===== src/rtl/mem_stage_access_unit.sv =====
// mem_stage_access_unit: MEM-stage load/store sequencer with lane alignment, stall and branch redirect.
// Optional MEM_MISALIGN_CHECK_EN adds misalign_out and suppresses misaligned requests.
module mem_stage_access_unit #(
  parameter int ADDR_W = 64,
  parameter int DATA_W = 64
) (
  input  logic              clk,
  input  logic              reset,
  input  logic              branch_in,
  input  logic              mem_read_in,
  input  logic              mem_write_in,
  input  logic [ADDR_W-1:0] addr_in,
  input  logic [DATA_W-1:0] wdata_in,
  input  logic [1:0]        size_in,
  input  logic              unsigned_in,
  output logic              dmem_req_valid,
  input  logic              dmem_req_ready,
  output logic              dmem_req_we,
  output logic [ADDR_W-1:0] dmem_req_addr,
  output logic [DATA_W-1:0] dmem_req_wdata,
  output logic [7:0]        dmem_req_strb,
  input  logic              dmem_resp_valid,
  input  logic [DATA_W-1:0] dmem_resp_rdata,
  output logic              stall_out,
  output logic              load_valid_out,
  output logic [DATA_W-1:0] load_data_out,
  output logic              pc_redirect_out
`ifdef MEM_MISALIGN_CHECK_EN
  , output logic            misalign_out
`endif
);
  typedef enum logic [1:0] {IDLE, REQ, WAIT, DONE} state_t;
  state_t state;
  logic [2:0] off_q;
  logic [1:0] size_q;
  logic uns_q;
  logic op;
  logic [2:0] off;
  logic [7:0] base, strb_n;
  logic [DATA_W-1:0] wdata_n, shifted, ext;
  assign op = mem_read_in | mem_write_in;
  assign off = addr_in[2:0];
  assign base = size_in == 2'b00 ? 8'h01 : size_in == 2'b01 ? 8'h03 : 8'h0F;
  assign strb_n = size_in == 2'b11 ? 8'hFF : base << off;
  assign wdata_n = wdata_in << {off, 3'b000};
  assign shifted = dmem_resp_rdata >> {off_q, 3'b000};
  assign ext = size_q == 2'b00 ? {{56{~uns_q & shifted[7]}}, shifted[7:0]} :
               size_q == 2'b01 ? {{48{~uns_q & shifted[15]}}, shifted[15:0]} :
               size_q == 2'b10 ? {{32{~uns_q & shifted[31]}}, shifted[31:0]} : shifted;
  assign dmem_req_valid = state == REQ;
  assign stall_out = (state == IDLE && op) || state == REQ || state == WAIT;
  assign pc_redirect_out = branch_in & ~stall_out;
`ifdef MEM_MISALIGN_CHECK_EN
  logic mis;
  assign mis = (size_in == 2'b01 && off[0]) || (size_in == 2'b10 && |off[1:0]) ||
               (size_in == 2'b11 && |off);
`endif
  always_ff @(posedge clk) begin
    if (reset) begin
      state <= IDLE;
      off_q <= '0;
      size_q <= '0;
      uns_q <= 1'b0;
      dmem_req_we <= 1'b0;
      dmem_req_addr <= '0;
      dmem_req_wdata <= '0;
      dmem_req_strb <= '0;
      load_valid_out <= 1'b0;
      load_data_out <= '0;
`ifdef MEM_MISALIGN_CHECK_EN
      misalign_out <= 1'b0;
`endif
    end else begin
      case (state)
        IDLE: if (op) begin
          off_q <= off;
          size_q <= size_in;
          uns_q <= unsigned_in;
          dmem_req_we <= mem_write_in & ~mem_read_in;
          dmem_req_addr <= {addr_in[ADDR_W-1:3], 3'b000};
          dmem_req_wdata <= wdata_n;
          dmem_req_strb <= strb_n;
          state <= REQ;
`ifdef MEM_MISALIGN_CHECK_EN
          if (mis) begin
            state <= DONE;
            misalign_out <= 1'b1;
          end
`endif
        end
        REQ: if (dmem_req_ready) state <= dmem_req_we ? DONE : WAIT;
        WAIT: if (dmem_resp_valid) begin
          load_data_out <= ext;
          load_valid_out <= 1'b1;
          state <= DONE;
        end
        DONE: begin
          load_valid_out <= 1'b0;
`ifdef MEM_MISALIGN_CHECK_EN
          misalign_out <= 1'b0;
`endif
          state <= IDLE;
        end
      endcase
    end
  end
endmodule


===== config.mk =====
export PLATFORM = sky130hd
export DESIGN_NAME = mem_stage_access_unit
export DESIGN_NICKNAME = d
export VERILOG_FILES = /design/src/rtl/mem_stage_access_unit.sv
export SDC_FILE = /design/constraint.sdc
export NUM_CORES = 1
export LEC_CHECK = 0
export ABC_CLOCK_PERIOD_IN_PS = 2800
export CORE_MARGIN = 3
export CORE_UTILIZATION = 45
export DETAILED_ROUTE_END_ITERATION = 10
export PLACE_DENSITY = 0.85
export SYNTH_ARGS = -nofsm -noshare
export SYNTH_HDL_FRONTEND = slang
export SYNTH_SLANG_ARGS = --single-unit

===== constraint.sdc =====
create_clock -name clk -period 2.8 [get_ports clk]
set_clock_uncertainty 0.05 [all_clocks]
set_input_delay 0.42 -clock clk [delete_from_list [all_inputs] [get_ports clk]]
set_output_delay 0.42 -clock clk [all_outputs]
set_load 0.01 [all_outputs]

==> results_tabular.tex, run 1 <==
\begin{tabular}{lr}
\hline
Metric & Value \\
\hline
\multicolumn{2}{l}{\textbf{Floorplanning}} \\
Floorplan core area & 0.0231 mm2 \\
I/O pins & 407 \\
Starting Density & 46.5\% \\
DIE HEIGHT & 160 um \\
Num rows & 55 \\
Overall die area & 0.0257 mm2 \\
Horizontal die dimension & 160 um \\
\multicolumn{2}{l}{\textbf{STA}} \\
Setup-failing EPs final & 0 \\
Final critical-path share of the clock period & 93.8\% \\
Max Clock Freq & 381 MHz \\
Number of endpoints with negative hold slack in the final report & 0 \\
Fin Setup TNS & 0 ps \\
Max Transition Viols Final & 0 \\
Worst hold margin & 266 ps \\
Minimum clock period after layout & 2630 ps \\
Final critical-path setup slack & 173 ps \\
Tightest slew margin relative to the limit & 51.2\% \\
RSZ-0062 raised after global routing & no \\
Worst-Margin Slew & 731 ps \\
\multicolumn{2}{l}{\textbf{Logic synthesis}} \\
Sequential-to-total area share from yosys stat & 38.6\% \\
Number of synthesis warnings & 0 \\
Commonest register cell after synthesis & sky130\_fd\_sc\_hd\_\_dfxtp\_1 \\
Number of instances in the synthesized netlist & 1287 \\
Area of the mapped netlist & 0.0107 mm2 \\
Seq cells post-synth & 207 \\
Mean instance size in the synthesized netlist & 8.34 um2 \\
Top cell type's share of synthesized area & 38.6\% \\
Dominant cells by area after synthesis & sky130\_fd\_sc\_hd\_\_dfxtp\_1 39\%, sky130\_fd\_sc\_hd\_\_mux2i\_1 9.8\%, sky130\_fd\_sc\_hd\_\_nand2\_1 8.5\% \\
Largest area contributor in the netlist & sky130\_fd\_sc\_hd\_\_dfxtp\_1 \\
Number of synthesized flops with an enable pin & 0 \\
Async S/R FF share, synth & 0\% \\
Number of unique standard cell types used by synthesis & 47 \\
\multicolumn{2}{l}{\textbf{Placement}} \\
Dpl cell area & 0.0150 mm2 \\
Number of port buffers & 403 \\
Post-DP HPWL & 30700 um \\
Pre-CTS setup slack & 141 ps \\
GP Congestion & 0.999 \\
\multicolumn{2}{l}{\textbf{Clock network}} \\
CTS sink cnt & 207 \\
Number of hold-repair buffers added at the cts stage & 0 \\
Clock-pin slew on the worst setup and hold paths & 60 ps \\
Gates resized, CTS repair & 3 \\
Number of buffers inserted to repair setup after CTS & 0 \\
Clk buf depth & 3 \\
Count of H-tree levels built during CTS & 1 \\
TritonCTS clock tree & yes \\
Cell chosen for the clock root & sky130\_fd\_sc\_hd\_\_clkbuf\_16 \\
Total clock buffers created by CTS & 24 \\
Insertion delay of the later-clocked pin in the worst-skew pair & 510 ps \\
\multicolumn{2}{l}{\textbf{Power}} \\
Maximum ir drop on the vdd rail & 0.000524 V \\
Internal power & 8.17 mW \\
Static leakage & 5.73 nW \\
Total chip power & 12.6 mW \\
Switching power share of the total & 35.3\% \\
Portion of total power attributed to sequential cells & 32.1\% \\
Part of the power in combinational logic & 42.2\% \\
Power per Cell Area & 796 mW/mm2 \\
Clock share of power & 25.7\% \\
Switching pwr & 4.46 mW \\
\multicolumn{2}{l}{\textbf{Finish}} \\
Number of inserted filler cells in the final layout & 1751 \\
Post-Layout Inst Area & 0.0159 mm2 \\
Layout Area Growth over Synthesis & 47.9\% \\
Fraction of layout cells with a size suffix above 1 & 9.45\% \\
FF+latch area & 0.00415 mm2 \\
Multi-input gate area & 0.00605 mm2 \\
Net count reported at finish & 1841 \\
\multicolumn{2}{l}{\textbf{Global routing}} \\
All-layer global routing usage & 30.7\% \\
Antenna violations before repair & 6 \\
First-pass GRT wire length & 63800 um \\
Pin count of the biggest net entering global routing & 123 \\
Vias in the first global route & 11200 \\
Total overflow reported by the global router & 0 \\
\multicolumn{2}{l}{\textbf{Worst setup path}} \\
Worst Setup End Kind & output port \\
Critical path peak fanout & 7 \\
Start-to-end type of the worst setup path & reg -> out \\
CP Data Required Time & 2330 ps \\
Startpoint Class & flip-flop \\
Critical Path AT & 2160 ps \\
\multicolumn{2}{l}{\textbf{Routing}} \\
Length of the first detailed-routing pass in iterations & 5 \\
Wirelength, routed & 41700 um \\
Vias after detailed routing & 11500 \\
Mean number of vias per cell & 5.82 \\
DRC violations left & 0 \\
Count of routing violations after the opening detailed-route iteration & 1107 \\
Post-DR wirelength/cell & 21.2 um \\
Routed Antenna Nets & 0 \\
\multicolumn{2}{l}{\textbf{Hold path}} \\
HP Class & in -> reg \\
\multicolumn{2}{l}{\textbf{Flow run}} \\
Number of violations of the max-capacitance limit & 0 \\
\multicolumn{2}{l}{\textbf{Status}} \\
Status & complete, no violations \\
\hline
\end{tabular}
==> path summary, 6_finish.rpt <==
kind / start / to / slack [ps] / cells past startpoint
worst min-delay path: addr_in[2] / dmem_req_strb[5] / 270 / 4
worst max-delay path: state[0] / stall_out / 170 / 5
worst min register to register: dmem_req_addr[48] / dmem_req_addr[48] / 400 / 2
worst max register to register: off_q[1] / load_data_out[49] / 290 / 7
==> power by group through the flow <==
stage / sequential (mW) / clock [mW] / combinational [mW]
2_1_floorplan: 4.28 / 0 / 2.54
3_3_place_gp: 4.07 / 0 / 5.18
3_5_place_dp: 4.10 / 0 / 5.25
4_1_cts: 4.04 / 3.30 / 5.31
5_1_grt: 4.13 / 3.42 / 5.69
6_report: 4.05 / 3.25 / 5.33
==> metrics by stage <==
step	instances	util (%)
floorplan	1289	-
global placement	1922	65.2
detailed placement	1922	65.2
CTS	1964	68.8
global route	1969	68.8
finish	1969	68.8
==> kinds of logic after synthesis <==
kind of cell / share of synthesized area, %
compound gates: 21.1
fa+ha+maj: 0.467
buf+inv: 5.37
flops: 38.6
mux: 17.9
other cells: 0.0350
simple gates: 16.6
==> routing by layer <==
metal	global-route usage, %	wire (um)	share of wire (%)	vias to the layer above
li1	-	-	-	5265
met1	38.1	15400	37	5306
met2	50.3	19500	47	758
met3	7.61	4590	11	126
met4	13.9	2140	5.1	2
met5	0	20	0.048	-
==> synthesized netlist by cell type, types with 3 or more instances <==
cell	number
sky130_fd_sc_hd__nand2_1	243
sky130_fd_sc_hd__clkbuf_1	82
sky130_fd_sc_hd__nand3_1	12
sky130_fd_sc_hd__a211oi_1	96
sky130_fd_sc_hd__nor2_1	148
sky130_fd_sc_hd__o21ai_0	30
sky130_fd_sc_hd__o22ai_1	16
sky130_fd_sc_hd__dfxtp_1	207
sky130_fd_sc_hd__buf_2	16
sky130_fd_sc_hd__a211oi_2	10
sky130_fd_sc_hd__a21oi_1	109
sky130_fd_sc_hd__mux2i_1	105
sky130_fd_sc_hd__mux2_2	31
sky130_fd_sc_hd__buf_1	15
sky130_fd_sc_hd__mux4_2	23
sky130_fd_sc_hd__ha_1	4
sky130_fd_sc_hd__a31oi_1	3
sky130_fd_sc_hd__nor3_1	11
sky130_fd_sc_hd__inv_1	9
sky130_fd_sc_hd__a22oi_1	40
sky130_fd_sc_hd__o21bai_1	7
sky130_fd_sc_hd__a22o_1	9
sky130_fd_sc_hd__buf_4	6
sky130_fd_sc_hd__buf_6	4
sky130_fd_sc_hd__a2bb2oi_1	8
sky130_fd_sc_hd__nor2b_1	15
sky130_fd_sc_hd__nand2b_1	5
==> cell usage in the layout, fill, tap and decap left out, types with 23 or more instances in the layout <==
| cell type | count |
|---|---|
| sky130_fd_sc_hd__a22oi_1 | 40 |
| sky130_fd_sc_hd__dfxtp_1 | 204 |
| sky130_fd_sc_hd__a211oi_1 | 96 |
| sky130_fd_sc_hd__a21oi_1 | 109 |
| sky130_fd_sc_hd__nor2_1 | 147 |
| sky130_fd_sc_hd__mux2i_1 | 105 |
| sky130_fd_sc_hd__o21ai_0 | 30 |
| sky130_fd_sc_hd__mux2_2 | 31 |
| sky130_fd_sc_hd__mux4_2 | 23 |
| sky130_fd_sc_hd__clkdlybuf4s50_1 | 398 |
| sky130_fd_sc_hd__nand2_1 | 243 |
| sky130_fd_sc_hd__buf_4 | 35 |
| sky130_fd_sc_hd__clkbuf_16 | 25 |
==> worst max-delay path, stage by stage (launching register included) <==
cell,delay (ps)
sky130_fd_sc_hd__dfxtp_1,360
sky130_fd_sc_hd__inv_1,120
sky130_fd_sc_hd__ha_4,210
sky130_fd_sc_hd__nor2b_4,140
sky130_fd_sc_hd__or3_1,330
sky130_fd_sc_hd__clkdlybuf4s50_1,490
==> sequential cells by signal, indices dropped and copies added, names as in the netlist <==
name            cells
dmem_req_addr      61
dmem_req_strb       8
dmem_req_wdata     64
dmem_req_we         1
load_data_out      64
load_valid_out      1
off_q               3
size_q              2
state               2
uns_q               1
==> layout make-up <==
type	instances	area share (%)
Multi-Input combinational cell	948	38.2
Sequential cell	207	26.1
Tap cell	313	2.47
Inverter	11	0.260
Timing Repair Buffer	443	27.7
Clock inverter	8	0.765
Antenna cell	5	0.0788
Clock buffer	34	4.41
No activity file was read; power rests on OpenSTA's default activity.
==> run 2: changes to the inputs <==
- SKIP_LAST_GASP: not set -> 1
- TNS_END_PERCENT: not set -> 5
==> results of run 2 <==
The final DEF is identical to that of run 1; final timing and power are the same.
==> run 3: changes to the inputs <==
- HOLD_SLACK_MARGIN: not set -> 0.1
- SLEW_MARGIN: not set -> 10
==> results of run 3 <==
The final DEF is identical to that of run 1; final timing and power are the same.
